--- src/rtl/csa_resolve_pkg.sv ---
// Shared types and defaults for the carry-save resolve adder.
// FSM state encoding plus default operand / segment widths.
// Imported by the top level; holds no logic.
package csa_resolve_pkg;

  typedef enum logic [1:0] {
    IDLE = 2'd0,
    RUN  = 2'd1,
    DONE = 2'd2
  } state_e;

  localparam int DEF_WIDTH = 64;
  localparam int DEF_SEG   = 16;

endpackage

--- src/rtl/cpa_segment.sv ---
// One SEG-bit slice of the carry-propagate adder: s = a + b + cin.
// Latency: purely combinational, zero cycles.
// Backpressure: none; the owning FSM decides when the result is used.
module cpa_segment #(
  parameter int SEG = 16
) (
  input  logic [SEG-1:0] a,
  input  logic [SEG-1:0] b,
  input  logic           cin,
  output logic [SEG-1:0] s,
  output logic           cout
);

  // One extra bit holds the carry out of the slice.
  logic [SEG:0] total;

  assign total = {1'b0, a} + {1'b0, b} + (SEG+1)'(cin);
  assign s     = total[SEG-1:0];
  assign cout  = total[SEG];

endmodule

--- src/rtl/csa_resolve_adder.sv ---
// Resolves a carry-save (S, C) pair into binary, one SEG-bit segment per cycle.
// Latency: out_valid rises NSEG cycles after the accept edge.
// Backpressure: in_ready only in IDLE; the result holds in DONE until out_ready.
module csa_resolve_adder
  import csa_resolve_pkg::*;
#(
  parameter int WIDTH = DEF_WIDTH,
  parameter int SEG   = DEF_SEG
) (
  input  logic             clk,
  input  logic             rst_n,
  input  logic             in_valid,
  output logic             in_ready,
  input  logic [WIDTH-1:0] s_in,
  input  logic [WIDTH-1:0] c_in,
  output logic             out_valid,
  input  logic             out_ready,
  output logic [WIDTH-1:0] sum,
  output logic             carry_out
);

  localparam int NSEG = WIDTH / SEG;
  localparam int CW   = (NSEG > 1) ? $clog2(NSEG) : 1;
  localparam logic [CW-1:0] K_LAST = CW'(NSEG - 1);

  // A width that is not a whole number of segments would leave top bits unresolved.
  if (WIDTH % SEG != 0) begin : g_bad_width
    $error("csa_resolve_adder: WIDTH must be a multiple of SEG");
  end

  state_e           state_q, state_d;
  logic [CW-1:0]    k_q, k_d;
  logic             cy_q, cy_d;
  logic [WIDTH-1:0] s_reg_q, s_reg_d;
  logic [WIDTH-1:0] c_reg_q, c_reg_d;
  logic [WIDTH-1:0] sum_q, sum_d;
  logic             cout_q, cout_d;
  logic             out_valid_q, out_valid_d;

  logic [SEG-1:0]   seg_a, seg_b, seg_s;
  logic             seg_cout;
  int               seg_base;

  // Ready is a pure state decode so upstream sees no combinational loop.
  assign in_ready  = (state_q == IDLE) && rst_n;
  assign out_valid = out_valid_q;
  assign sum       = sum_q;
  assign carry_out = cout_q;

  // Select the operand slice for the current segment into the single shared adder.
  always_comb begin
    seg_base = int'(k_q) * SEG;
    seg_a    = s_reg_q[seg_base +: SEG];
    seg_b    = c_reg_q[seg_base +: SEG];
  end

  cpa_segment #(.SEG(SEG)) u_seg (
    .a    (seg_a),
    .b    (seg_b),
    .cin  (cy_q),
    .s    (seg_s),
    .cout (seg_cout)
  );

  // Next-state logic: capture operands, walk the segments, then hold the result.
  always_comb begin
    state_d     = state_q;
    k_d         = k_q;
    cy_d        = cy_q;
    s_reg_d     = s_reg_q;
    c_reg_d     = c_reg_q;
    sum_d       = sum_q;
    cout_d      = cout_q;
    out_valid_d = out_valid_q;
    case (state_q)
      IDLE: begin
        if (in_valid && in_ready) begin
          s_reg_d = s_in;
          c_reg_d = c_in;
          cy_d    = 1'b0;
          k_d     = '0;
          state_d = RUN;
        end
      end
      RUN: begin
        sum_d[seg_base +: SEG] = seg_s;
        cy_d                   = seg_cout;
        if (k_q == K_LAST) begin
          k_d         = '0;
          cout_d      = seg_cout;
          out_valid_d = 1'b1;
          state_d     = DONE;
        end else begin
          k_d = k_q + 1'b1;
        end
      end
      DONE: begin
        if (out_ready) begin
          out_valid_d = 1'b0;
          state_d     = IDLE;
        end
      end
      default: state_d = IDLE;
    endcase
  end

  // State and datapath registers; reset abandons any operation in flight.
  always_ff @(posedge clk) begin
    if (!rst_n) begin
      state_q     <= IDLE;
      k_q         <= '0;
      cy_q        <= 1'b0;
      s_reg_q     <= '0;
      c_reg_q     <= '0;
      sum_q       <= '0;
      cout_q      <= 1'b0;
      out_valid_q <= 1'b0;
    end else begin
      state_q     <= state_d;
      k_q         <= k_d;
      cy_q        <= cy_d;
      s_reg_q     <= s_reg_d;
      c_reg_q     <= c_reg_d;
      sum_q       <= sum_d;
      cout_q      <= cout_d;
      out_valid_q <= out_valid_d;
    end
  end

endmodule

--- config.mk ---
export PLATFORM = sky130hd
export DESIGN_NAME = csa_resolve_adder
export DESIGN_NICKNAME = d
export VERILOG_FILES = /design/src/rtl/csa_resolve_pkg.sv /design/src/rtl/cpa_segment.sv /design/src/rtl/csa_resolve_adder.sv
export SDC_FILE = /design/constraint.sdc
export NUM_CORES = 1
export LEC_CHECK = 0
export ABC_AREA = 1
export CAP_MARGIN = 25
export CORE_ASPECT_RATIO = 0.75
export CORE_MARGIN = 2
export CORE_UTILIZATION = 45
export DETAILED_ROUTE_END_ITERATION = 10
export HOLD_SLACK_MARGIN = 0.1
export PLACE_DENSITY = 0.83
export SLEW_MARGIN = 30
export SYNTH_ARGS = -nofsm -noshare
export SYNTH_HDL_FRONTEND = slang
export SYNTH_SLANG_ARGS = --single-unit
--- constraint.sdc ---
create_clock -name clk -period 5.45 [get_ports clk]
set_clock_uncertainty 0.15 [all_clocks]
set_input_delay 0.8175 -clock clk [delete_from_list [all_inputs] [get_ports clk]]
set_output_delay 0.8175 -clock clk [all_outputs]
set_load 0.05 [all_outputs]
# After elaboration in Yosys (flattened, before gate mapping)

Index checks and enable logic that the tools add are counted.

$add $sub $neg: 4
Equality and inequality tests: 6
Shift operators: 4
Muxes and demuxes: 13
Reduce and logical (&&, ||, !) cells: 10

Operators by type and width:

| operator                 | count |
|---|---|
| $shiftx 64x7->16         | 2 |
| $bwmux 64                | 1 |
| $shift 16x33->64 const A | 1 |
| $shiftx 16x33->64        | 1 |
| $neg 6->33               | 1 |
| $add 16x16->17           | 1 |
| $add 17x1->17            | 1 |
| $mux 2                   | 5 |
| $pmux 2 s3               | 1 |
| $reduce_and 2->1         | 3 |
| $reduce_and 3->1         | 2 |
| $eq 2x2->1 const B       | 2 |
| $ne 2x2->1 const B       | 2 |
| $pmux 1 s2               | 2 |
| $pmux 2 s2               | 1 |
| $reduce_bool 2->1        | 2 |
| $mux 1                   | 3 |
| $add 2x1->2 const B      | 1 |
| $eq 2x1->1 const B       | 1 |
| $logic_and 1x1->1        | 2 |
| $logic_not 2->1          | 1 |
| $ne 2x1->1 const B       | 1 |

Bits in registers: 199
Bits of input ports: 132
Output and inout port bits: 67
Logic and storage cells: 45

# Logic depth before layout (Yosys ltp)

Depth in word-level cells: 5
Gate-level depth with buffers: 15
Gate-level depth less buffers: 14

# Modules after synthesis

A second synthesis with hierarchy kept.

Cell total of the unflattened synthesis: 1318
Area, all modules: 9420.3 sq um

Modules (own cells, without submodules):

| module            | times used | cells an instance | area each (sq um) | seq. area each (sq um) |
|---|---|---|---|---|
| csa_resolve_adder | 1          | 1133              | 8426.8            | 3983.8 |
| cpa_segment       | 1          | 185               | 993.5             | 0.0 |

# Worst setup path after synthesis

Ideal clock, no wire load.

Kind: flip-flop to flip-flop
Start point: register k_q[0]
End point: register sum_q[24] (netlist: sum[24])
Setup time: 0.070 ns
Data arrival time: 2.714 ns
Data required time: 5.230 ns
Path slack: 2.516 ns
Stages on the path, launching flop included: 16
Buffers on the path: 1
Period minus slack after synthesis: 2.934 ns
Cells stage by stage: dfxtp_1 -> inv_2 -> buf_1 -> nor2_1 -> o22ai_1 -> fa_1 -> fa_1 -> nand3_1 -> nand3_1 -> nand2_1 -> nand2_1 -> xor2_1 -> nand2_1 -> nor2_1 -> nand2_1 -> a21oi_1

Longest elaborated chain between the ends: 5
Elaborated cells on any way between the ends: 8
Those cells by class: 3 x add/sub; 4 x shift; 1 x mux

RTL lines:

| element                             | line                                             | text |
|---|---|---|
| start: declaration                  | csa_resolve_adder.sv:32                          | `logic [CW-1:0] k_q, k_d;` |
| start signal: assignment            | csa_resolve_adder.sv:120                         | `k_q <= k_d;` |
| $shiftx 64x7->16 (on tied branches) | csa_resolve_adder.sv:53, csa_resolve_adder.sv:54 |  |
| $add 16x16->17                      | cpa_segment.sv:17                                | `assign total = {1'b0, a} + {1'b0, b} + (SEG+1)'(cin);` |
| $add 17x1->17                       | cpa_segment.sv:17                                |  |
| $shiftx 16x33->64                   | csa_resolve_adder.sv:86                          | `sum_d[seg_base +: SEG] = seg_s;` |
| $bwmux 64 *                         | csa_resolve_adder.sv:86                          |  |
| end signal: assignment              | csa_resolve_adder.sv:124                         | `sum_q <= sum_d;` |
| end: declaration                    | csa_resolve_adder.sv:36                          | `logic [WIDTH-1:0] sum_q, sum_d;` |

Every way passes the cells marked *; elsewhere a longest branch is shown, timed or not.
A chain may end at the register's enable or synchronous reset.

# Worst setup path in the final report

Start point: register k_q[0]
End point: register sum_q[54] (netlist: sum[54])

Same word-level chain as after synthesis.

==> summary.md <==
| Metric | Value |
|---|---|
| Run status | complete, no violations |
| Sequential cell area | 0.00399 mm² |
| Most frequent cells in the layout | nand2_1, dfxtp_1, clkdlybuf4s50_1 |
| Synth top area cells | dfxtp_1, nand2_1, nand3_1 |
| Final setup violation count | 0 |
| Flop pwr share | 0.432 |
| Grt ovf | 0 |
| Post-CTS resize count | 0 |
| #FFs+latches synth | 199 |
| Largest fanout on the critical path | 88 |
| Mapped cell area | 0.00887 mm² |
| Worst EP arrival | 3.64 ns |
| Core area | 0.0193 mm² |
| Peak VDD IR | 0.238 mV |
| Post-CTS setup buffers | 0 |
| Final Total Pwr | 3740 µW |
| Pwr/cell area | 326 mW/mm² |
| Num CTS Buffers | 17 |
| H-tree levels | 4 |
| Worst slew margin | 0.423 |
| DRT Pass-1 Iters | 7 |
| Nature of the critical path startpoint | flip-flop |
| Worst-Skew Late Latency | 0.44 ns |
| Vias/cell | 5.48 |
| DR iter-0 viols | 1089 |
| Maxcap violations | 0 |
| RSZ-0062 raised after global routing | no |
| Hold Path Class | flip-flop to flip-flop |
| Syn avg cell area | 7.03 µm² |
| # hold bufs at CTS | 0 |
| Initial antenna violation count | 0 |
| I/O Buffers | 198 |
| Clk buf depth | 2 |
| HPWL Detailed | 20200 µm |
| IO Count | 199 |
| # clock sinks | 199 |
| Tmin final | 3.42 ns |
| Multi-input logic area | 0.00435 mm² |
| Synth warnings | 0 |
| Number of diodes | 0 |
| Max frequency | 0.292 GHz |
| FF-to-FF setup slack | 2.03 ns |
| Final Max Slew Viols | 0 |
| Register area share after synthesis | 0.449 |
| # DRC | 0 |
| Post-synth top area share | 0.449 |
| Number of fill cells | 1692 |
| Worst-Margin Slew | 0.866 ns |
| Clock slew at reported path FFs | 0.07 ns |
| Fraction of layout cells with a size suffix above 1 | 0.0388 |
| Routed len/inst | 16.9 µm |
| First-pass GRT wire length | 44300 µm |
| Hold depth | 2 |
| Die W | 166 µm |
| Antenna viol nets, final | 0 |
| Leak | 0.00498 µW |
| Net Sw Frac | 0.329 |
| Final Cycle Share | 0.628 |
| FF-to-FF path depth | 11 |
| Dpl cells | 1638 |
| Commonest non-fill, non-tap cell in the layout | nand2_1 |
| Final-report hold violation count | 0 |
| Pint | 2510 µW |
| Die H | 126 µm |
| Worst flop-to-flop path endpoint | sum[54] |
| Area leader, netlist | dfxtp_1 |
| Via count | 9152 |
| Mapped Cells | 1262 |
| GP Congestion | 0.977 |
| Layout area overhead | 29.2% |
| Syn_nets | 1417 |
| GRT Total Usage | 0.267 |
| CTS tree | yes |
| Post-Route WL | 28300 µm |
| Logic gate share of total power | 0.246 |
| Worst Setup SP | k_q[0] |
| Fin Setup TNS | 0 ns |
| R2r startpoint | k_q[0] |
| Crit path required time | 5.67 ns |
| Rows | 44 |
| Fin nets | 1559 |
| Root Buffer | clkbuf_16 |
| Die area | 0.0209 mm² |
| Final std cells w/o fill | 1670 |
| Pin count of the biggest net entering global routing | 115 |
| Vias in the first global route | 8180 |
| Post-synth cell types | 30 |
| Crit. End Element | flip-flop |
| Type of the worst setup path | flip-flop to flip-flop |
| HP Start | s_reg_q[46] |
| Initial Util | 0.459 |
| Clock share of power | 0.321 |
| Hold worst-path end | s_reg_q[46] |
| Net Sw Power | 1230 µW |
==> sequential cells by signal, indices dropped and copies added, names as in the netlist <==
| signal | flops |
|---|---|
| s_reg_q | 64 |
| sum | 64 |
| carry_out | 1 |
| cy_q | 1 |
| out_valid | 1 |
| k_q | 2 |
| c_reg_q | 64 |
| state_q | 2 |
==> per-layer routing <==
metal	global-route usage	wire length, µm
met4	0.0639	392
met3	0.0734	3290
met1	0.399	13000
met5	0	0
met2	0.380	11600
==> cells by family (layout without fill, tap and decap cells) <==
family | Yosys count | after routing | synth area share
AOI/OAI and AO/OA | 179 | 179 | 0.107
xor gates and xnor gates | 7 | 7 | 0.00692
adders and majority gates | 23 | 23 | 0.0342
buffers and inverters | 132 | 287 | 0.0607
DFF | 199 | 199 | 0.449
and+or+nand+nor | 722 | 722 | 0.342
==> metrics by stage <==
stage | worst slack, ns | instance area, µm² | hold WS [ns] | util
6_report | 2.03 | 11500 | 0.315 | 0.593
5_1_grt | 1.83 | 11500 | 0.333 | 0.593
2_1_floorplan | 2.52 | 8870 | 0.290 | -
3_5_place_dp | 2.12 | 10900 | 0.307 | 0.564
4_1_cts | 2.11 | 11500 | 0.317 | 0.593
3_3_place_gp | 2.14 | 10900 | 0.301 | 0.564
==> power by group through the flow <==
stage          combinational (µW)  sequential [µW]  clock [µW]
3_5_place_dp                  898             1640           0
2_1_floorplan                 543             1660           0
4_1_cts                       904             1610        1210
5_1_grt                       999             1620        1260
6_report                      920             1620        1200
3_3_place_gp                  889             1640           0
==> cell usage after synthesis, drive strengths merged <==
| master | number |
|---|---|
| nor3 | 4 |
| o21ai | 66 |
| clkbuf | 36 |
| xnor2 | 1 |
| o21bai | 1 |
| o22ai | 32 |
| inv | 48 |
| and2 | 2 |
| nor2 | 90 |
| ha | 21 |
| dfxtp | 199 |
| fa | 2 |
| xor2 | 6 |
| a22oi | 4 |
| nand3b | 2 |
| a21oi | 76 |
| nand4 | 17 |
| nand3 | 158 |
| nor4 | 1 |
| buf | 48 |
| nand2 | 448 |
==> worst max-delay path, cell delays in order, from the launching register on <==
cell	delay (ns)
dfxtp_2	0.33
buf_4	0.66
o21ai_0	0.24
o22ai_1	0.25
fa_1	0.26
fa_1	0.25
nand4_1	0.12
nand2_1	0.17
xor2_1	0.32
and2_1	0.29
nand3_1	0.09
a21oi_1	0.15
==> worst max-delay path by stage <==
| stage | end | depth (start not counted) |
|---|---|---|
| 2_1_floorplan | sum[24] | 15 |
| 3_3_place_gp | sum[7] | 7 |
| 3_5_place_dp | sum[24] | 14 |
| 4_1_cts | sum[56] | 14 |
| 5_1_grt | sum[56] | 14 |
| 6_report | sum[54] | 11 |
==> area by class of cell <==
type / instances / area share
Multi-Input combinational cell: 931 / 0.380
Sequential cell: 199 / 0.348
Timing Repair Buffer: 207 / 0.180
Clock buffer: 22 / 0.0397
Tap cell: 253 / 0.0276
Inverter: 48 / 0.0158
Clock inverter: 10 / 0.00863
Note: power is estimated with default switching activity, not from simulation.
